===== config.mk =====
export PLATFORM = sky130hd
export DESIGN_NAME = iadder_vl_b16_4b
export DESIGN_NICKNAME = d
export VERILOG_FILES = /design/src/rtl/iadder_pkg.sv /design/src/rtl/iadder_spec_B16.sv /design/src/rtl/iadder_vl_b16_4b.sv
export SDC_FILE = /design/constraint.sdc
export NUM_CORES = 1
export LEC_CHECK = 0
export ABC_CLOCK_PERIOD_IN_PS = 3900
export CAP_MARGIN = 25
export CORE_UTILIZATION = 49
export DETAILED_ROUTE_END_ITERATION = 10
export PLACE_DENSITY_LB_ADDON = 0.1
export SYNTH_ARGS = -nofsm -noshare
export SYNTH_HDL_FRONTEND = slang
export SYNTH_HIERARCHICAL = 1
export SYNTH_SLANG_ARGS = --single-unit

===== constraint.sdc =====
create_clock -name clk -period 3.9 [get_ports clk]
set_clock_uncertainty 0.2 [all_clocks]
set_input_delay 0.78 -clock clk [delete_from_list [all_inputs] [get_ports clk]]
set_output_delay 0.78 -clock clk [all_outputs]
set_load 0.02 [all_outputs]

===== src/rtl/iadder_pkg.sv =====
// rtl/iadder_pkg.sv - shared constants and state type for the variable-latency 16-bit adder
package iadder_pkg;
    localparam int DATA_W    = 16;
    localparam int N_SEG     = 6;
    localparam int WIN_W     = 4;
    localparam int SEG_OUT_W = 2;
    localparam int CNT_W     = 16;

    typedef enum logic [1:0] {
        ST_IDLE = 2'd0,
        ST_FIX  = 2'd1,
        ST_RES  = 2'd2
    } state_t;
endpackage


===== src/rtl/iadder_spec_B16.sv =====
// rtl/iadder_spec_B16.sv - 4-bit-window speculative-carry approximate adder with segment error mask
module iadder_spec_B16
    import iadder_pkg::*;
(
    input  logic [DATA_W-1:0] a,
    input  logic [DATA_W-1:0] b,
    output logic [DATA_W-1:0] approx_sum,
    output logic [N_SEG-1:0]  seg_err
);

    logic [DATA_W-1:0] ref_sum;
    logic [WIN_W:0]    win_sum;

    // Each window speculates its carry-in from operand A two bits below its base;
    // only the top two bits of each window are kept, compared against the true sum.
    always_comb begin
        ref_sum         = a + b;
        approx_sum      = '0;
        seg_err         = '0;
        win_sum         = '0;
        approx_sum[3:0] = a[3:0] + b[3:0];
        for (int k = 1; k <= N_SEG; k++) begin
            win_sum = {1'b0, a[2*k +: WIN_W]} + {1'b0, b[2*k +: WIN_W]}
                    + {{WIN_W{1'b0}}, a[2*k-2]};
            approx_sum[2*k+2 +: SEG_OUT_W] = win_sum[3:2];
            seg_err[k-1] = (win_sum[3:2] != ref_sum[2*k+2 +: SEG_OUT_W]);
        end
    end

endmodule


===== src/rtl/iadder_vl_b16_4b.sv =====
// rtl/iadder_vl_b16_4b.sv - variable-latency adder: approximate result, optional exact correction, statistics
module iadder_vl_b16_4b
    import iadder_pkg::*;
(
    input  logic              clk,
    input  logic              rst,
    input  logic              in_valid,
    output logic              in_ready,
    input  logic [DATA_W-1:0] in_a,
    input  logic [DATA_W-1:0] in_b,
    input  logic              in_exact,
    output logic              out_valid,
    input  logic              out_ready,
    output logic [DATA_W-1:0] out_sum,
    output logic              out_err,
    output logic              out_corr,
    output logic [N_SEG-1:0]  out_seg,
    input  logic              stat_clr,
    output logic [CNT_W-1:0]  stat_ops,
    output logic [CNT_W-1:0]  stat_errs
);

    state_t            state_q, state_d;
    logic [DATA_W-1:0] a_q, a_d, b_q, b_d;
    logic [DATA_W-1:0] sum_q, sum_d;
    logic [N_SEG-1:0]  seg_q, seg_d;
    logic              corr_q, corr_d;
    logic [CNT_W-1:0]  ops_q, ops_d, errs_q, errs_d;

    logic [DATA_W-1:0] spec_sum;
    logic [N_SEG-1:0]  spec_seg;
    logic              spec_err;
    logic              accept;

    iadder_spec_B16 u_spec (
        .a          (in_a),
        .b          (in_b),
        .approx_sum (spec_sum),
        .seg_err    (spec_seg)
    );

    assign spec_err  = |spec_seg;
    // Ready depends only on state and consumer readiness, held low during reset.
    assign in_ready  = !rst && ((state_q == ST_IDLE) || ((state_q == ST_RES) && out_ready));
    assign accept    = in_valid && in_ready;

    assign out_valid = (state_q == ST_RES);
    assign out_sum   = sum_q;
    assign out_seg   = seg_q;
    assign out_err   = |seg_q;
    assign out_corr  = corr_q;
    assign stat_ops  = ops_q;
    assign stat_errs = errs_q;

    // Next-state, result register and saturating counter update.
    always_comb begin
        state_d = state_q;
        a_d     = a_q;
        b_d     = b_q;
        sum_d   = sum_q;
        seg_d   = seg_q;
        corr_d  = corr_q;
        ops_d   = ops_q;
        errs_d  = errs_q;

        case (state_q)
            ST_FIX: begin
                sum_d   = a_q + b_q;
                corr_d  = 1'b1;
                state_d = ST_RES;
            end
            ST_RES: begin
                if (out_ready && !in_valid) begin
                    state_d = ST_IDLE;
                end
            end
            default: ;
        endcase

        if (accept) begin
            a_d     = in_a;
            b_d     = in_b;
            sum_d   = spec_sum;
            seg_d   = spec_seg;
            corr_d  = 1'b0;
            state_d = (in_exact && spec_err) ? ST_FIX : ST_RES;
        end

        if (stat_clr) begin
            ops_d  = '0;
            errs_d = '0;
        end else if (accept) begin
            if (ops_q != {CNT_W{1'b1}}) begin
                ops_d = ops_q + 1'b1;
            end
            if (spec_err && (errs_q != {CNT_W{1'b1}})) begin
                errs_d = errs_q + 1'b1;
            end
        end
    end

    // State and datapath registers with synchronous reset.
    always_ff @(posedge clk) begin
        if (rst) begin
            state_q <= ST_IDLE;
            a_q     <= '0;
            b_q     <= '0;
            sum_q   <= '0;
            seg_q   <= '0;
            corr_q  <= 1'b0;
            ops_q   <= '0;
            errs_q  <= '0;
        end else begin
            state_q <= state_d;
            a_q     <= a_d;
            b_q     <= b_d;
            sum_q   <= sum_d;
            seg_q   <= seg_d;
            corr_q  <= corr_d;
            ops_q   <= ops_d;
            errs_q  <= errs_d;
        end
    end

endmodule


; Word level (Yosys, flattened, before mapping)
; Cells that the tools add are included.
[totals]
ff_bits = 89
in_bits = 38
output_inout_bits = 58
elab_cells = 61
[op_classes]
add_sub_neg = 17
n_eq_ne = 11
n_mux = 6
reduce_logical = 19
[op_table]
columns = op, n
row1 = $add 16x1->16 const B, 2
row2 = $add 16x16->16, 2
row3 = $mux 16, 2
row4 = $ne 16x16->1 const B, 2
row5 = $add 4x4->4, 7
row6 = $add 4x1->4, 6
row7 = $ne 2x2->1, 6
row8 = $reduce_or 6->1, 2
row9 = $logic_and 1x1->1, 6
row10 = $mux 2, 3
row11 = $reduce_and 2->1, 3
row12 = $pmux 2 s2, 1
row13 = $reduce_or 2->1, 2
row14 = $ne 3x1->1 const B, 1
row15 = $reduce_bool 3->1, 1
row16 = $eq 2x1->1 const B, 1
row17 = $eq 2x2->1 const B, 1
row18 = $logic_not 1->1, 2
row19 = $logic_not 2->1, 1
row20 = $reduce_bool 2->1, 1
row21 = $logic_or 1x1->1, 1

; Logic depth before layout (Yosys ltp)
; Gate-level depths: netlist of the first run.
[logic_depth]
ltp_word = 7
mapped_depth = 15
depth_no_buf = 14

; Hierarchy
; Netlist of the first run, hierarchy kept.
[modules_own_cells]
columns = module, instances, cells_each, area_each_um2, seq_area_each_um2
row1 = iadder_vl_b16_4b, 1, 557, 4566.9, 1781.7
row2 = iadder_spec_B16, 1, 128, 979.7, 0.0

; Least setup slack after synthesis of the first run
; OpenSTA, ideal clock, no wires.
[synth_timing]
path_kind = input-to-reg
startpoint = input port in_a[0]
endpoint = register errs_q[12], in the netlist stat_errs[12]
setup_time_ns = 0.128
t_arrival_ns = 3.615
required_time_ns = 3.572
slack_ns = -0.043
path_stages = 15
path_buffers = 1
cell_sequence = ha_1 -> fa_1 -> a211oi_2 -> o311ai_2 -> a311oi_1 -> nor2_1 -> xnor2_1 -> o41ai_2 -> nor4_1 -> nand2_1 -> nand2_1 -> buf_2 -> nor4_2 -> xnor2_1 -> nor2_1
[synth_via]
elab_chain_len = 5
elab_cells_between_ends = 11
classes_between = add/sub: 2 / eq/ne: 6 / reduce/logical: 3
[synth_lines]
columns = element, line
row1 = "start, declared", iadder_vl_b16_4b.sv:9  ; input logic [DATA_W-1:0] in_a,
row2 = $add 16x16->16, iadder_spec_B16.sv:17  ; ref_sum = a + b;
row3 = $ne 2x2->1, iadder_spec_B16.sv:26  ; seg_err[k-1] = (win_sum[3:2] != ref_sum[2*k+2 +: SEG_OUT_W]);
row4 = named net spec_seg[4], iadder_vl_b16_4b.sv:31  ; logic [N_SEG-1:0] spec_seg;
row5 = $reduce_or 6->1, iadder_vl_b16_4b.sv:42  ; assign spec_err = |spec_seg;
row6 = $logic_and 1x1->1, iadder_vl_b16_4b.sv:96  ; if (spec_err && (errs_q != {CNT_W{1'b1}})) begin
row7 = $reduce_and 2->1 (no source line), -
row8 = "end signal, assigned", iadder_vl_b16_4b.sv:121  ; errs_q <= errs_d;
row9 = "end, declared", iadder_vl_b16_4b.sv:28  ; logic [CNT_W-1:0] ops_q, ops_d, errs_q, errs_d;
; The timed path passes the listed nets, and every way through them passes these cells.
; A chain may end at the register's enable or synchronous reset.

; Worst setup path in the final report of the first run
[layout_timing]
startpoint = input port in_a[6]
endpoint = register errs_q[13], in the netlist stat_errs[13]
; The elaborated chain is that of the path after synthesis.

==> results of run 1 <==
## synth_stat cells, types with 3 or more instances
master | count | share of area (%)
buf_1 | 4 | 0.27
inv_1 | 17 | 1.2
or3_1 | 3 | 0.34
a311oi_1 | 5 | 0.79
a221oi_1 | 4 | 0.63
nand4_1 | 8 | 0.90
o21ai_0 | 10 | 0.90
o21ai_1 | 6 | 0.54
clkbuf_1 | 22 | 1.5
and2_1 | 3 | 0.34
nand3_1 | 19 | 1.7
xor2_1 | 22 | 3.5
a21oi_1 | 43 | 3.9
nor4_1 | 5 | 0.56
nor4_2 | 4 | 0.90
xnor2_1 | 36 | 5.7
a21o_1 | 14 | 1.9
a211oi_1 | 9 | 1.2
nand2_1 | 131 | 8.9
nor2_1 | 58 | 3.9
buf_2 | 6 | 0.54
nor4b_1 | 5 | 0.79
nand2b_1 | 5 | 0.56
and3_1 | 4 | 0.45
dfxtp_1 | 89 | 32
nor2b_1 | 6 | 0.68
o21bai_1 | 3 | 0.41
o211ai_1 | 4 | 0.54
ha_1 | 32 | 7.2
nand3b_1 | 39 | 5.3
nor3_1 | 14 | 1.3
o21a_1 | 4 | 0.54
## flip-flops by register name (all words and copies together) (netlist names)
| signal | cells |
|---|---|
| out_corr | 1 |
| out_sum | 16 |
| out_seg | 6 |
| stat_errs | 16 |
| state_q | 2 |
| b_q | 16 |
| stat_ops | 16 |
| a_q | 16 |
## per-stage QoR
| stage | utilization, % | area [µm²] | power (W) |
|---|---|---|---|
| floorplan | - | 5553 | 0.001425 |
| finish | 68.76 | 7520 | 0.002628 |
| CTS | 67.78 | 7412 | 0.002623 |
| global route | 68.76 | 7520 | 0.002748 |
| global placement | 63.18 | 6909 | 0.001667 |
| detailed placement | 63.18 | 6909 | 0.001682 |
## report_power, final
group	leakage, nW	internal, W	switching (W)
registers	0.726	0.000962	0.0000396
clock network	0.150	0.000523	0.000395
logic	2.23	0.000337	0.000372
## worst max-delay path, delay by kind of cell
kind                       cells  cell delay [ps]
and+or+nand+nor                7              820
xor gates and xnor gates       1              210
adders and majority gates      1              240
buffers and inverters          4             1020
AOI/OAI and AO/OA              4              710
## logic make-up (layout without fill, tap and decap cells)
family          Yosys count  after routing  share of synthesized area (%)
xor+xnor                 58             58                          9.158
simple gates            323            323                          30.07
fa+ha+maj                34             34                          7.940
compound gates          127            127                          16.54
buf+inv                  53            181                          3.993
flops                    89             89                          32.12
mux                       1              1                         0.1805
## cells in the final DEF (no fill, tap or decap), types with 5 or more instances in the layout
cell	Yosys	routed
ha_1	32	25
nor2b_1	6	6
a21o_1	14	14
xnor2_1	36	36
nor3_1	14	14
o21ai_1	6	6
a211oi_1	9	9
dfxtp_1	89	89
nor4_4	2	5
nand4_1	8	8
nand2_1	131	130
clkdlybuf4s50_1	0	82
clkbuf_16	0	9
o21ai_0	10	10
inv_1	17	17
nand3b_1	39	39
nor2_1	58	57
nand3_1	19	19
xor2_1	22	22
dlymetal6s2s_1	0	10
nand2b_1	5	5
ha_4	0	6
a21oi_1	43	41
buf_4	2	48
## metal layers
metal | GRT usage, % | share of wire, %
met3 | 3.376 | 4.1
met4 | 9.459 | 1.6
met2 | 43.95 | 48
met1 | 33.85 | 46
met5 | 0 | 0
## final cells by class
cell class,instances,share of cell area [%]
well taps,140,2.329
flip-flops and latches,89,23.69
inverters,18,0.8985
clock inverters,6,0.9651
repair buffers,147,18.67
multi-input cells,543,50.27
clock buffers,10,3.178
## how the worst min path moves through the flow
| stage | from | to | slack (ps) | cells after the start |
|---|---|---|---|---|
| finish | out_sum[4] | out_sum[4] | 270 | 2 |
| global route | out_sum[4] | out_sum[4] | 290 | 2 |
| CTS | out_sum[4] | out_sum[4] | 270 | 2 |
| detailed placement | out_sum[4] | out_sum[4] | 260 | 2 |
| global placement | out_sum[3] | out_sum[3] | 260 | 2 |
| floorplan | b_q[0] | b_q[0] | 250 | 2 |
## timing repair
| item | in CTS | in global routing |
|---|---|---|
| resized for setup | 25 | 24 |
| pin swaps | 14 | 14 |
| setup endpoints to repair | 16 | 16 |
| setup buffers | 3 | 0 |
| cloned | 1 | 0 |
==> results by group, run 1 <==
Finish
  • # fillers: 888
  • Fin cells: 953
  • Area grow syn2layout: 35.57%
  • Footprint of the multi-input gates: 0.003780 mm²
  • Antenna diodes: 0
  • Seq. cell area: 0.001782 mm²
  • Share of cells above drive strength 1: 14.15%
  • # nets final: 880

Worst setup path
  • Most used cell, CP: nand2_1
  • Crit Path Max Fanout: 8
  • Crit path from: in_a[6]
  • Worst reg2reg path depth: 8
  • Critical path required time: 3900 ps
  • CP peak stage delay: 560 ps
  • Reg2reg setup slack: 1240 ps
  • Crit path arrival time: 3780 ps
  • Slowest stage cell, crit path: clkdlybuf4s50_1
  • Crit path to: stat_errs[13]
  • RR Endpoint: stat_errs[13]
  • CP Class: input pin to flop
  • Crit-path cells: clkdlybuf4s50_1 -> ha_4 -> buf_4 -> nand2_1 -> nand2_1 -> a311oi_2 -> buf_4 -> o311ai_4 -> a31oi_1 -> o22ai_2 -> nor4_1 -> nand2_1 -> nand2_4 -> buf_12 -> nor4b_4 -> xnor2_1 -> nor2_1
  • Worst R2R Start: stat_errs[0]
  • Crit. End Element: flop
  • Crit start category: input pin

Synth
  • Ys async rst share: 0%
  • Synthesized Nets: 757
  • Post-Syn Instances: 685
  • Synth warn: 6
  • Synth cell types: 72
  • Register bit total from synthesis: 89
  • Main synth FF type: dfxtp_1
  • Mapped cell area: 0.005547 mm²
  • Number of synthesized flops with an enable pin: 0
  • Sequential area share after synthesis: 32.12%
  • Mean Syn Cell Area: 8.097 µm²

Global routing
  • First-pass GRT wire length: 24030 µm
  • GRT Residual Overflow: 0
  • Antenna violations before repair: 0
  • Vias in the first global route: 5089
  • Largest net degree at the start of global routing: 59
  • GRT Util Overall: 26.02%

Route
  • Vias post-DR: 5373
  • DRT Pass-1 Iters: 5
  • Via density: 5.638
  • DRT iter0 DRCs: 311
  • WL per Instance: 15.87 µm
  • Final wirelength: 15120 µm
  • DRC errors left: 0
  • Antenna-violating nets left: 0

Timing
  • Slew Viols, Final: 0
  • Max-slew headroom: 58.27%
  • Final worst setup slack: 116.7 ps
  • Crit share post-route: 97.01%
  • Least-Margin Pin Slew: 625.9 ps
  • WHS: 267.9 ps
  • Post-route minimum period: 3783 ps
  • Setup violators final: 0
  • Peak Freq: 0.2643 GHz
  • Final hold viol count: 0
  • Unrepaired setup endpoints after global routing: no
  • Setup_tns: 0 ps

Pwr
  • Leak: 3.102 nW
  • Pwr dens: 349.5 mW/mm²
  • VDD IR max: 0.1973 mV

Clocking
  • Root Driver: clkbuf_16
  • CTS Hold Bufs: 0
  • Clock-pin slew on the worst setup and hold paths: 70 ps
  • Clock Latency Late Sink: 340 ps
  • H-tree Lvls: 3
  • CTS tree: built
  • CTS Buf Count: 9
  • Clk sinks: 89
  • Worst-case clock buffer depth: 2

Floorplan
  • Die Y: 108.4 µm
  • Die X-Extent: 108.4 µm
  • Starting Density: 50.72%
  • Core Area: 0.01094 mm²
  • Die ar.: 0.01175 mm²
  • # IOs: 96
  • # rows: 38

Place
  • Dpl ws: -591.6 ps
  • Dpl cells: 932
  • HPWL after detailed placement: 10710 µm
  • Port Buffers: 95
  • Placer Congestion: 0.8874

Flow run
  • Max-Cap Viols: 0

Min path
  • Min-Delay Path Class: flop to flop

Status
  • Status: complete, no violations
(Power assumes the default switching activity.)
==> inputs of run 2 (changes only) <==
--- a/config.mk
+++ b/config.mk
@@ -6,9 +6,9 @@
 export NUM_CORES = 1
 export LEC_CHECK = 0
 export ABC_CLOCK_PERIOD_IN_PS = 3900
-export CAP_MARGIN = 25
 export CORE_UTILIZATION = 49
 export DETAILED_ROUTE_END_ITERATION = 10
+export HOLD_SLACK_MARGIN = 0.1
 export PLACE_DENSITY_LB_ADDON = 0.1
 export SYNTH_ARGS = -nofsm -noshare
 export SYNTH_HDL_FRONTEND = slang
==> results by group, run 2 (same netlist as run 1, synthesis figures left out) <==
Finish
  • Area grow syn2layout: 36.00%
  • Post-route cell area: 0.007543 mm² (+0.32%)
  • Share of cells above drive strength 1: 14.16% (+0.017 points)
  • # nets final: 879 (-0.11%)
  • Antenna diodes: 0 (unchanged)
  • Commonest cells after routing, fill and taps aside: nand2_1 (130), dfxtp_1 (89), clkdlybuf4s50_1 (79)
  • Commonest non-fill, non-tap cell in the layout: nand2_1
  • Util after Layout: 68.98% (+0.22 points)

Worst setup path
  • Crit path arrival time: 3780 ps (about the same)
  • Crit path from: in_a[1]
  • Crit Path Max Fanout: 8 (unchanged)
  • Critical path required time: 3900 ps (about the same)
  • RR Endpoint: stat_errs[13]
  • Crit path to: stat_errs[13]
  • Worst reg2reg path depth: 7 (-1)
  • Reg2reg setup slack: 770 ps (-470 ps)
  • Crit start category: input pin
  • Crit. End Element: flop
  • CP Class: input pin to flop
  • Worst R2R Start: stat_errs[0]

Clocking
  • Worst-case clock buffer depth: 2 (unchanged)
  • H-tree Lvls: 3 (unchanged)
  • CTS Buf Count: 9 (unchanged)
  • Clk sinks: 89 (unchanged)
  • Root Driver: clkbuf_16
  • Clock Latency Late Sink: 340 ps (about the same)
  • Clock-pin slew on the worst setup and hold paths: 70 ps (about the same)
  • CTS tree: built

Route
  • DRC errors left: 0 (unchanged)
  • Final wirelength: 15150 µm (+0.18%)
  • Antenna-violating nets left: 0 (unchanged)
  • Vias post-DR: 5384 (+0.20%)
  • DRT iter0 DRCs: 348 (+12%)
  • DRT Pass-1 Iters: 5 (unchanged)
  • WL per Instance: 15.91 µm (+0.28%)
  • Via density: 5.655 (+0.31%)

Pwr
  • VDD IR max: 0.1968 mV (-0.27%)
  • Pwr dens: 348.6 mW/mm² (-0.26%)
  • Leak: 3.129 nW (+0.85%)
  • Total power: 0.002630 W (about the same)

Timing
  • Peak Freq: 0.2647 GHz (+0.14%)
  • Slew Viols, Final: 0 (unchanged)
  • WHS: 268.2 ps (+0.3630 ps)
  • Least-Margin Pin Slew: 1338 ps (+711.9 ps)
  • Max-slew headroom: 10.14% (-48 points)
  • Setup violators final: 0 (unchanged)
  • Crit share post-route: 96.88% (-0.13 points)
  • Unrepaired setup endpoints after global routing: no
  • Post-route minimum period: 3778 ps (-5.109 ps)
  • Final hold viol count: 0 (unchanged)
  • Final worst setup slack: 121.8 ps (+5.109 ps)

Global routing
  • Vias in the first global route: 5089 (unchanged)
  • GRT Util Overall: 26.02% (unchanged)
  • Largest net degree at the start of global routing: 59 (unchanged)
  • GRT Residual Overflow: 0 (unchanged)
  • Antenna violations before repair: 0 (unchanged)
  • First-pass GRT wire length: 24030 µm (unchanged)

Status
  • Status: complete, no violations

Place
  • Port Buffers: 95 (unchanged)
  • Dpl ws: -591.6 ps (unchanged)
  • HPWL after detailed placement: 10710 µm (unchanged)
  • Placer Congestion: 0.8874 (unchanged)
  • Dpl cell area: 0.006909 mm² (unchanged)

Min path
  • Min-Delay Path Class: flop to flop

Floorplan
  • Die X-Extent: 108.4 µm (unchanged)
  • Die ar.: 0.01175 mm² (unchanged)
  • Starting Density: 50.72% (unchanged)
  • # rows: 38 (unchanged)
  • # IOs: 96 (unchanged)
  • Core Area: 0.01094 mm² (unchanged)
  • Die Y: 108.4 µm (unchanged)

Flow run
  • Max-Cap Viols: 0 (unchanged)
==> run 2: worst max-delay path, stage by stage <==
cell and delay [ps]:
clkdlybuf4s15_1 210, fa_2 440, a211oi_4 300, o311ai_4 120, a311oi_2 290, buf_4 170, o311ai_4 80, a31oi_1 210
o22ai_2 100, nor4_1 270, nand2_1 150, nand2_4 140, buf_12 140, nor4b_4 50, xnor2_1 260, nor2_1 70
==> run 2: timing repair <==
| item | in CTS | in global routing |
|---|---|---|
| buffers inserted | 3 | 0 |
| hold buffers | 0 | 0 |
| resized for setup | 25 | 36 |
| cloned | 1 | 0 |
| endpoints found under the setup margin | 16 | 16 |
| pin swaps | 14 | 16 |
==> run 2: routing by layer <==
layer / global-route usage, % / part of all wire (%)
met5: 0 / 0
met4: 9.459 / 1.7
met3: 3.376 / 4.4
met2: 43.95 / 48
met1: 33.85 / 46
==> run 2: final cells by class <==
| class | instances | area (µm²) |
|---|---|---|
| Tap cell | 140 | 175.2 |
| Inverter | 18 | 67.56 |
| Clock buffer | 10 | 239.0 |
| Multi-Input combinational cell | 543 | 3794 |
| Sequential cell | 89 | 1782 |
| Timing Repair Buffer | 146 | 1414 |
| Clock inverter | 6 | 72.57 |
| Fill cell | 883 | 3392 |
==> run 2: through the flow <==
stage                     setup TNS, ps  cells
after floorplan                       0    685
after detailed placement          -8676    932
final                                 0    952
after global placement            -7487    932
after CTS                             0    952
after global routing                  0    952
==> run 2: worst min-delay path by stage <==
stage                     slack [ps]  depth (start not counted)       start    endpoint
after detailed placement         260                          2  out_sum[4]  out_sum[4]
after global routing             290                          2  out_sum[4]  out_sum[4]
after global placement           260                          2  out_sum[3]  out_sum[3]
after floorplan                  250                          2      b_q[0]      b_q[0]
after CTS                        270                          2  out_sum[4]  out_sum[4]
final                            270                          2  out_sum[4]  out_sum[4]
==> run 2: power breakdown <==
part / internal (W) / total [W] / leakage (nW) / switching, W
registers: 0.000962 / 0.00100 / 0.726 / 0.0000395
logic: 0.000338 / 0.000709 / 2.25 / 0.000371
clock network: 0.000523 / 0.000919 / 0.150 / 0.000396
total: 0.00182 / 0.00263 / 3.13 / 0.000807
